`config.mk`:
```
export PLATFORM = sky130hd
export DESIGN_NAME = keccak_padder_param
export DESIGN_NICKNAME = d
export VERILOG_FILES = /design/src/rtl/keccak_padder_param.sv
export SDC_FILE = /design/constraint.sdc
export NUM_CORES = 1
export LEC_CHECK = 0
export BUFFER_PORTS_ARGS = -buffer_cell sky130_fd_sc_hd__buf_2
export CAP_MARGIN = 20
export CORE_AREA = 2 2 239 241
export DETAILED_ROUTE_END_ITERATION = 7
export DIE_AREA = 0 0 241 243
export REMOVE_ABC_BUFFERS = 1
export SETUP_SLACK_MARGIN = 0.05
export SKIP_CTS_REPAIR_TIMING = 1
export SYNTH_ARGS = -nofsm -noshare
export SYNTH_HDL_FRONTEND = slang
export SYNTH_SLANG_ARGS = --single-unit
```
`constraint.sdc`:
```
create_clock -name clk -period 2.12 [get_ports clk]
set_input_delay 0.318 -clock clk [delete_from_list [all_inputs] [get_ports clk]]
set_output_delay 0.318 -clock clk [all_outputs]
set_load 0.1 [all_outputs]
```
`src/rtl/keccak_padder_param.sv`:
```
// Keccak/SHA-3 input padder, parametrised on word width, rate and domain byte.
// Collects IN_W-bit message words into a RATE-bit block, applies multi-rate
// padding (domain byte, zero fill, final 0x80) on the last word, and hands
// each complete block to the permutation with a buffer_full / f_ack handshake.
module keccak_padder_param #(
    parameter int          IN_W     = 32,
    parameter int          RATE     = 576,
    parameter logic [7:0]  PAD_BYTE = 8'h01,
    localparam int         WORDS    = RATE / IN_W,
    localparam int         NB       = IN_W / 8,
    localparam int         BN_W     = $clog2(NB)
) (
    input  logic              clk,
    input  logic              reset,
    input  logic [IN_W-1:0]   in,
    input  logic              in_ready,
    input  logic              is_last,
    input  logic [BN_W-1:0]   byte_num,
    input  logic              f_ack,
    output logic              buffer_full,
    output logic [RATE-1:0]   out,
    output logic              out_last
);

    // Wide enough to hold WORDS itself, so the count after the final slot fits.
    localparam int CNT_W = $clog2(WORDS + 1);

    typedef enum logic [1:0] {
        ST_ACCEPT,
        ST_FULL,
        ST_DONE
    } state_e;

    state_e             state_q, state_d;
    logic [CNT_W-1:0]   cnt_q, cnt_d;
    logic [RATE-1:0]    out_q, out_d;
    logic               out_last_q, out_last_d;
    logic               buffer_full_q, buffer_full_d;
    logic [IN_W-1:0]    word_pad;

    // On the last word keep bytes below byte_num, insert the pad byte, zero the rest.
    always_comb begin
        // NOTE: every combinational output gets a default first so no path
        // leaves it unassigned, which would otherwise infer a latch.
        word_pad = in;
        if (is_last) begin
            for (int b = 0; b < NB; b++) begin
                if (b == int'(byte_num)) begin
                    word_pad[IN_W-1-8*b -: 8] = PAD_BYTE;
                end else if (b > int'(byte_num)) begin
                    word_pad[IN_W-1-8*b -: 8] = 8'h00;
                end
            end
        end
    end

    // Next-state logic: accumulate words, close the block, release it on f_ack.
    always_comb begin
        state_d       = state_q;
        cnt_d         = cnt_q;
        out_d         = out_q;
        out_last_d    = out_last_q;
        buffer_full_d = buffer_full_q;

        unique case (state_q)
            ST_ACCEPT: begin
                if (in_ready) begin
                    // Slot 0 sits at the top of the block, slot WORDS-1 at the bottom.
                    for (int w = 0; w < WORDS; w++) begin
                        if (cnt_q == CNT_W'(w)) begin
                            out_d[(WORDS-1-w)*IN_W +: IN_W] = word_pad;
                        end
                    end
                    cnt_d = cnt_q + CNT_W'(1);
                    if (is_last) begin
                        // Trailing slots are already zero since the block was
                        // cleared on the previous hand-off; only the final bit is set.
                        out_d[7:0]    = out_d[7:0] | 8'h80;
                        out_last_d    = 1'b1;
                        buffer_full_d = 1'b1;
                        state_d       = ST_FULL;
                    end else if (cnt_q == CNT_W'(WORDS - 1)) begin
                        out_last_d    = 1'b0;
                        buffer_full_d = 1'b1;
                        state_d       = ST_FULL;
                    end
                end
            end
            ST_FULL: begin
                // in_ready is deliberately ignored here; the source holds its word.
                if (f_ack) begin
                    out_d         = '0;
                    cnt_d         = '0;
                    out_last_d    = 1'b0;
                    buffer_full_d = 1'b0;
                    state_d       = out_last_q ? ST_DONE : ST_ACCEPT;
                end
            end
            ST_DONE: begin
                // Message complete: outputs stay cleared until reset.
            end
            default: begin
                state_d = ST_ACCEPT;
            end
        endcase
    end

    // State and output registers with asynchronous active-low reset.
    always_ff @(posedge clk or negedge reset) begin
        if (!reset) begin
            state_q       <= ST_ACCEPT;
            cnt_q         <= '0;
            out_q         <= '0;
            out_last_q    <= 1'b0;
            buffer_full_q <= 1'b0;
        end else begin
            // NOTE: non-blocking assignments so every register samples the
            // pre-edge values, independent of statement order.
            state_q       <= state_d;
            cnt_q         <= cnt_d;
            out_q         <= out_d;
            out_last_q    <= out_last_d;
            buffer_full_q <= buffer_full_d;
        end
    end

    assign buffer_full = buffer_full_q;
    assign out         = out_q;
    assign out_last    = out_last_q;

endmodule

```
; Word level (Yosys, flattened, before mapping)
; Cells that the tools add are included.
[classes]
add_sub_neg = 1
order_cmp = 3
eq_ne = 43
n_mux = 48
n_bitwise = 1
reduce_logical = 25
[ops]
columns = op, n
row1 = $mux W576, 2
row2 = $pmux W576 S2, 1
row3 = $mux W32, 19
row4 = $reduce_and A4 Y1, 20
row5 = $mux W8, 8
row6 = $eq A5 B4 Y1 const B, 8
row7 = $ne A2 B2 Y1 const B, 20
row8 = $eq A5 B3 Y1 const B, 4
row9 = $eq A5 B2 Y1 const B, 2
row10 = $eq A5 B5 Y1 const B, 2
row11 = $mux W2, 5
row12 = $mux W5, 2
row13 = $pmux W5 S2, 1
row14 = $mux W1, 7
row15 = $pmux W2 S3, 1
row16 = $add A5 B1 Y5 const B, 1
row17 = $eq A5 B1 Y1 const B, 1
row18 = $logic_not A5 Y1, 1
row19 = $eq A2 B2 Y1 const A, 2
row20 = $gt A2 B2 Y1 const A, 2
row21 = $logic_not A2 Y1, 2
row22 = $pmux W1 S2, 2
row23 = $ne A3 B3 Y1 const B, 1
row24 = $reduce_and A3 Y1, 1
row25 = 6 further kinds, 6
[totals]
ff_bits = 585
input_bits = 39
output_inout_bits = 578
wordCells = 145

; Logic depth before layout (Yosys ltp)
; Gate-level depths: netlist of run 1.
[logic_depth]
ltp_word = 8
ltp_mapped = 10
mapped_depth_nobuf = 7

; Worst setup path before layout of run 1
; OpenSTA, ideal clock, no wires.
[synth_path]
path_kind = reg-to-reg
startpoint = reg cnt_q[3]
endpoint = reg out_q[73], in the netlist out[73]
setup_ns = 0.083
arrival_ns = 1.895
required_ns = 2.037
path_slack_ns = 0.143
stages_incl_launch_ff = 11
n_path_buf = 4
synth_period_minus_slack_ns = 1.977
path_cell_list = dfrtp_1 buf_2 buf_2 and3_1 ha_1 nand3b_1 a21o_1 clkbuf_1 buf_1 nand2_1 o21ai_0
[synth_via]
elab_chain_len = 3
[synth_lines]
columns = element, line
row1 = from (decl), 35  ; logic [CNT_W-1:0] cnt_q, cnt_d;
row2 = from (signal assigned), 120  ; cnt_q <= cnt_d;
row3 = $eq A5 B4 Y1, 70  ; if (cnt_q == CNT_W'(w)) begin
row4 = $ne A2 B2 Y1 (no line), n/a
row5 = $reduce_and A4 Y1 (no line), n/a
row6 = to (signal assigned), 121  ; out_q <= out_d;
row7 = to (decl), 36  ; logic [RATE-1:0] out_q, out_d;
; No other way between the ends.
; A chain may end at the register's enable or synchronous reset.

; Worst setup path in the final report of run 1
[layout_path]
startpoint = reg state_q[0]
endpoint = reg out_q[385], in the netlist out[385]
[layout_via]
elab_chain_len = 3
elab_cells_between_ends = 8
classes_between = 4 x eq/ne / 1 x mux / 3 x reduce/logical
[layout_lines]
columns = element, line
row1 = from (decl), 34  ; state_e state_q, state_d;
row2 = from (signal assigned), 119  ; state_q <= state_d;
row3 = $eq A2 B1 Y1 / $logic_not A2 Y1 (equally long branches), 65  ; unique case (state_q)
row4 = $ne A2 B2 Y1 (no line) / $reduce_bool A2 Y1 (equally long branches), n/a
row5 = $reduce_and A4 Y1 (no line), n/a
; Several ways; a longest one is shown, not always the timed one.

==> impl_metrics.yaml, run 1 <==
logic_synthesis:
  syn_inst: 2019
  async_flop_share_pct: 100
  synth.ff_latch_count: 585
  synth_area_leaders: "dfrtp_1 68%, o21ai_0 12%, nand2_1 11%"
  synth_top_area_share_pct: 68.0
  yosysWarnings: 0
  synth_area_um2: 21500
  synth_top_cell_by_area: "dfrtp_1"
  synth_cell_types: 46
  seq_area_frac_synth_pct: 68.0
  synthFlopType: "dfrtp_1"
  synth_edf_count: 0
  avgSynthCellArea_um2: 10.7
clock_network:
  cts.sinks: 585
  cts_buffers: 60
  clk_pin_slew_ps: 60
  cts-htree-levels: 2
  clk_path_buf_depth: 3
  clkLatencyLatePin_ps: 620
  cts_tree: "done"
  cts_root_buffer: "clkbuf_16"
worst_setup_path:
  critPathCaptureType: "register"
  cp_max_fo: 18
  crit_family: "simple AND/OR/NAND/NOR gates"
  cp_cell_sequence: "and2b_1 -> buf_4 -> nor2_4 -> nand2_1 -> o21ai_0"
  cp.required_ps: 2630
  arrival_ps: 2570
  cp-start-kind: "register"
  critPathMaxStageDelay_ps: 510
  slowest_stage: "nand2_1"
  critPathKind: "reg2reg"
  critPathBufInv: 1
timing:
  post-route-period-util_pct: 97.1
  clock_skew_ps: 20.3
  timing.fmax_mhz: 486
  relSlewSlack_pct: 47.2
  worst_pin_slew_ps: 792
  rsz0062_at_grt: "yes"
  finalSetupViolations: 0
  fin_ws_ps: 61.3
  min_period_ps: 2060
  hold_violations: 0
  finalMaxSlewViolations: 0
global_route:
  grt_pass1_vias: 17000
  grt-ovfl-total: 0
  grt_usage_pct: 25.0
  grt_max_degree: 93
  grt_pass1_wl_um: 110000
  antenna_found_initial: 5
detailed_routing:
  drtAntennaViolNets: 0
  viasPerCell: 5.02
  wl_per_cell_um: 21.6
  drc_errors: 0
  vias: 17200
  routed_wirelength_um: 74100
  drt_iter0_drc: 950
  dr.pass1.iters: 5
cells_and_area:
  final_common_cell: "buf_2"
  drive_gt1_share_pct: 31.6
  syn2layout_area_growth_pct: 30.1
  layout.nets: 2673
  design_area_um2: 28000
  layout_common_cells: "615 x buf_2, 602 x nand2_1, 581 x dfrtp_1"
  fin_util_pct: 50.1
floorplan:
  die_x_um: 241
  rows: 87
  start_util_pct: 38.5
  io_pins: 617
  core_area_um2: 56000
  dieArea_um2: 58600
  dieHeight_um: 243
placement:
  io_buffers: 616
  globalplace.congestion: 0.835
  place_hpwl_um: 50800
  placed_area_um2: 25900
  post-place-ws_ps: 46.5
flow_run:
  cap_violations: 0
outcome:
  status: "completed"
worst_hold_path:
  hold_class: "in2reg"
## per-stage QoR
stage / hold WS, ps / setup TNS, ps / std cells
2_1_floorplan: 22.4 / -341880 / 1861
3_3_place_gp: 244 / 0 / 3322
3_5_place_dp: 248 / 0 / 3322
4_1_cts: -404 / 0 / 3428
5_1_grt: 59.5 / -158 / 3430
6_report: 52.7 / 0 / 3431
## worst min-delay path, cell delays in order
cell     delay, ps
buf_2          120
nand2_1         90
o22ai_1         80
## routing by layer
layer	vias up	global-route usage [%]	wire, µm
met5	-	0	57
met4	8	9.13	2750
met3	155	6.02	5470
met2	645	40.5	35200
met1	8477	32.8	30600
li1	7938	-	-
## layout make-up
type	count	area (µm²)
Antenna cell	2	5.00
Clock buffer	97	1820
Clock inverter	9	143
Fill cell	5243	27900
Inverter	6	22.5
Multi-Input combinational cell	1270	6180
Sequential cell	585	14600
Tap cell	756	946
Timing Repair Buffer	706	4250
## flip-flops by register name, summed over array words and instances, names as in the netlist
register	flops
buffer_full	1
out	576
state_q	2
cnt_q	5
out_last	1
## cells by family after synthesis
kind of cell | share of synthesized area [%]
muxes | 0.169
buffers and inverters | 4.03
adders and majority gates | 0.291
and+or+nand+nor | 12.2
DFF | 68.0
AOI/OAI and AO/OA | 15.3
## worst paths after layout
path	cells past startpoint	to	slack, ps	start
max	5	out[385]$_DFFE_PN0P_	60	state_q[0]$_DFFE_PN0P_
min	3	state_q[1]$_DFFE_PN0P_	50	f_ack
max reg2reg	5	out[385]$_DFFE_PN0P_	60	state_q[0]$_DFFE_PN0P_
min reg2reg	2	out[295]$_DFFE_PN0P_	470	out[295]$_DFFE_PN0P_
max in group asynchronous	3	out[465]$_DFFE_PN0P_	990	reset
min in group asynchronous	2	out[418]$_DFFE_PN0P_	200	reset
## cell usage after synthesis (2+ instances only)
cell      number
nand2_1      614
dfrtp_1      585
o21ai_0      533
clkbuf_1      62
o21ai_1       50
buf_2         31
clkbuf_2      27
buf_4         23
buf_6         11
o211ai_2       9
o211ai_4       8
and4bb_2       6
inv_1          6
ha_1           5
nor4bb_1       5
nor2_1         4
a32o_1         3
and4b_1        3
buf_1          3
nor4b_2        3
a21oi_1        2
nand2b_1       2
Power of run 1 is left out: the tool's default activity adds up to more than one toggle a clock period on the data nets, which glitch-free logic cannot reach.
==> run 2: changes to the inputs <==
- PLACE_DENSITY: not set -> 0.61
- REMOVE_ABC_BUFFERS: 1 -> not set
==> run 2 against run 1 <==
Effect of this change:
- non-clock buffer count is 1 higher
- clock-buffer cell count fell by 6
- clock skew is 4.6 ps lower
- register-to-register slack improved by 140 ps
- first-iteration DRC count rose by 2.7%
- hold slack worse by 26 ps
- global-route usage shrank 0.16 points
- fmax rose by 7.2%
- largest cell class unchanged
- highest routed layer unchanged
==> impl_metrics.yaml, run 2 (synthesis gave the netlist of run 1 again) <==
timing:
  min_period_ps: 1920
  finalMaxSlewViolations: 0
  worst_pin_slew_ps: 607
  post-route-period-util_pct: 90.6
  rsz0062_at_grt: "no"
  fin_ws_ps: 200
  timing.fmax_mhz: 521
  timing.setup.tns_ps: 0
  relSlewSlack_pct: 59.6
  hold_violations: 0
  finalSetupViolations: 0
  clock_skew_ps: 15.7
detailed_routing:
  drtAntennaViolNets: 0
  dr.pass1.iters: 5
  wl_per_cell_um: 21.3
  routed_wirelength_um: 73300
  viasPerCell: 4.97
  drt_iter0_drc: 976
  vias: 17100
  drc_errors: 0
worst_hold_path:
  worstHoldStart: "in[29]"
  hold-path-endpoint: "out[477]$_DFFE_PN0P_"
  hold_class: "in2reg"
  min_path_cells: 3
worst_setup_path:
  r2r_end: "out[88]$_DFFE_PN0P_"
  rr_worst_depth: 7
  critPathMaxStageDelay_ps: 680
  cp_max_fo: 20
  cp-start-kind: "register"
  r2r_setup_slack_ps: 200
  critPathKind: "reg2reg"
  slowest_stage: "dfrtp_1"
  cp_cell_sequence: "and3_1 -> ha_1 -> nand3b_1 -> a21o_2 -> buf_4 -> nand2_1 -> o21ai_0"
  arrival_ps: 2380
  crit_family: "flip-flops"
  critPathCaptureType: "register"
  crit_start: "cnt_q[3]$_DFFE_PN0P_"
  r2r-start: "cnt_q[3]$_DFFE_PN0P_"
  cp.required_ps: 2580
  critPathBufInv: 1
clock_network:
  clkLatencyLatePin_ps: 610
  cts_tree: "done"
  cts_buffers: 59
  cts_root_buffer: "clkbuf_16"
  clk_pin_slew_ps: 60
  clk_path_buf_depth: 3
  cts.sinks: 585
  cts-htree-levels: 2
floorplan:
  die_x_um: 241
  start_util_pct: 38.5
  io_pins: 617
  dieHeight_um: 243
  core_area_um2: 56000
  dieArea_um2: 58600
  rows: 87
flow_run:
  cap_violations: 0
cells_and_area:
  syn2layout_area_growth_pct: 29.5
  layout.nets: 2673
  layout_common_cells: "615 x buf_2, 614 x nand2_1, 584 x dfrtp_1"
  final_common_cell: "buf_2"
  largest_reg_flops: 576
  drive_gt1_share_pct: 31.2
global_route:
  grt_max_degree: 89
  grt_pass1_wl_um: 109000
  antenna_found_initial: 3
  grt-ovfl-total: 0
  grt_pass1_vias: 16800
  grt_usage_pct: 24.9
outcome:
  status: "completed"
logic_synthesis:
  syn_nets: 2063
placement:
  post-place-ws_ps: 153
  globalplace.congestion: 0.832
  io_buffers: 616
  place_hpwl_um: 51800
==> run 2: changes by cell type in the layout (fill, tap and decap cells not counted), moves of 5 or more <==
cell / previous run / this run
clkinv_2: 1 / 9
buf_4: 49 / 58
clkbuf_1: 21 / 16
buf_12: 37 / 32
nand2_2: 12 / 0
nand2_1: 602 / 614
==> run 2: worst register-to-register path: stages (launching register included) <==
cell and delay, ps:
dfrtp_1 680, and3_1 250, ha_1 150, nand3b_1 80, a21o_2 260, buf_4 200
nand2_1 70, o21ai_0 90
==> run 2: routing by layer <==
metal / up-vias / part of all wire, % / global-route usage, %
met2: 577 / 50 / 42.1
met5: - / 0.012 / 0
li1: 7944 / - / -
met3: 143 / 7.0 / 6.27
met1: 8411 / 40 / 30.9
met4: 2 / 3.5 / 8.59
==> run 2: worst max-delay path by stage <==
| stage | slack, ps | depth (start not counted) | end |
|---|---|---|---|
| after global routing | 70 | 7 | out[72]$_DFFE_PN0P_ |
| final | 200 | 7 | out[88]$_DFFE_PN0P_ |
| after floorplan | 140 | 10 | out[73]$_DFFE_PN0P_ |
| after global placement | 260 | 7 | out[87]$_DFFE_PN0P_ |
| after detailed placement | 150 | 7 | out[389]$_DFFE_PN0P_ |
| after CTS | 150 | 7 | out[389]$_DFFE_PN0P_ |
==> run 2: layout make-up <==
type,count,area [µm²]
inverters,6,22.5
well taps,756,946
fillers,5247,28100
clock inverters,18,205
multi-input cells,1270,6110
repair buffers,707,4180
flip-flops and latches,585,14600
diodes,3,7.51
clock buffers,91,1780
==> run 2: stage by stage <==
stage / cell area, µm² / hold slack [ps] / utilization [%] / cells
6_report: 27900 / 26.5 / 49.8 / 3436
5_1_grt: 27900 / 22.2 / 49.8 / 3435
4_1_cts: 27900 / -395 / 49.8 / 3432
3_5_place_dp: 25900 / 259 / 46.3 / 3323
3_3_place_gp: 25900 / 254 / 46.3 / 3323
2_1_floorplan: 21500 / 22.4 / - / 2019
Power of run 2 is left out for the same reason.
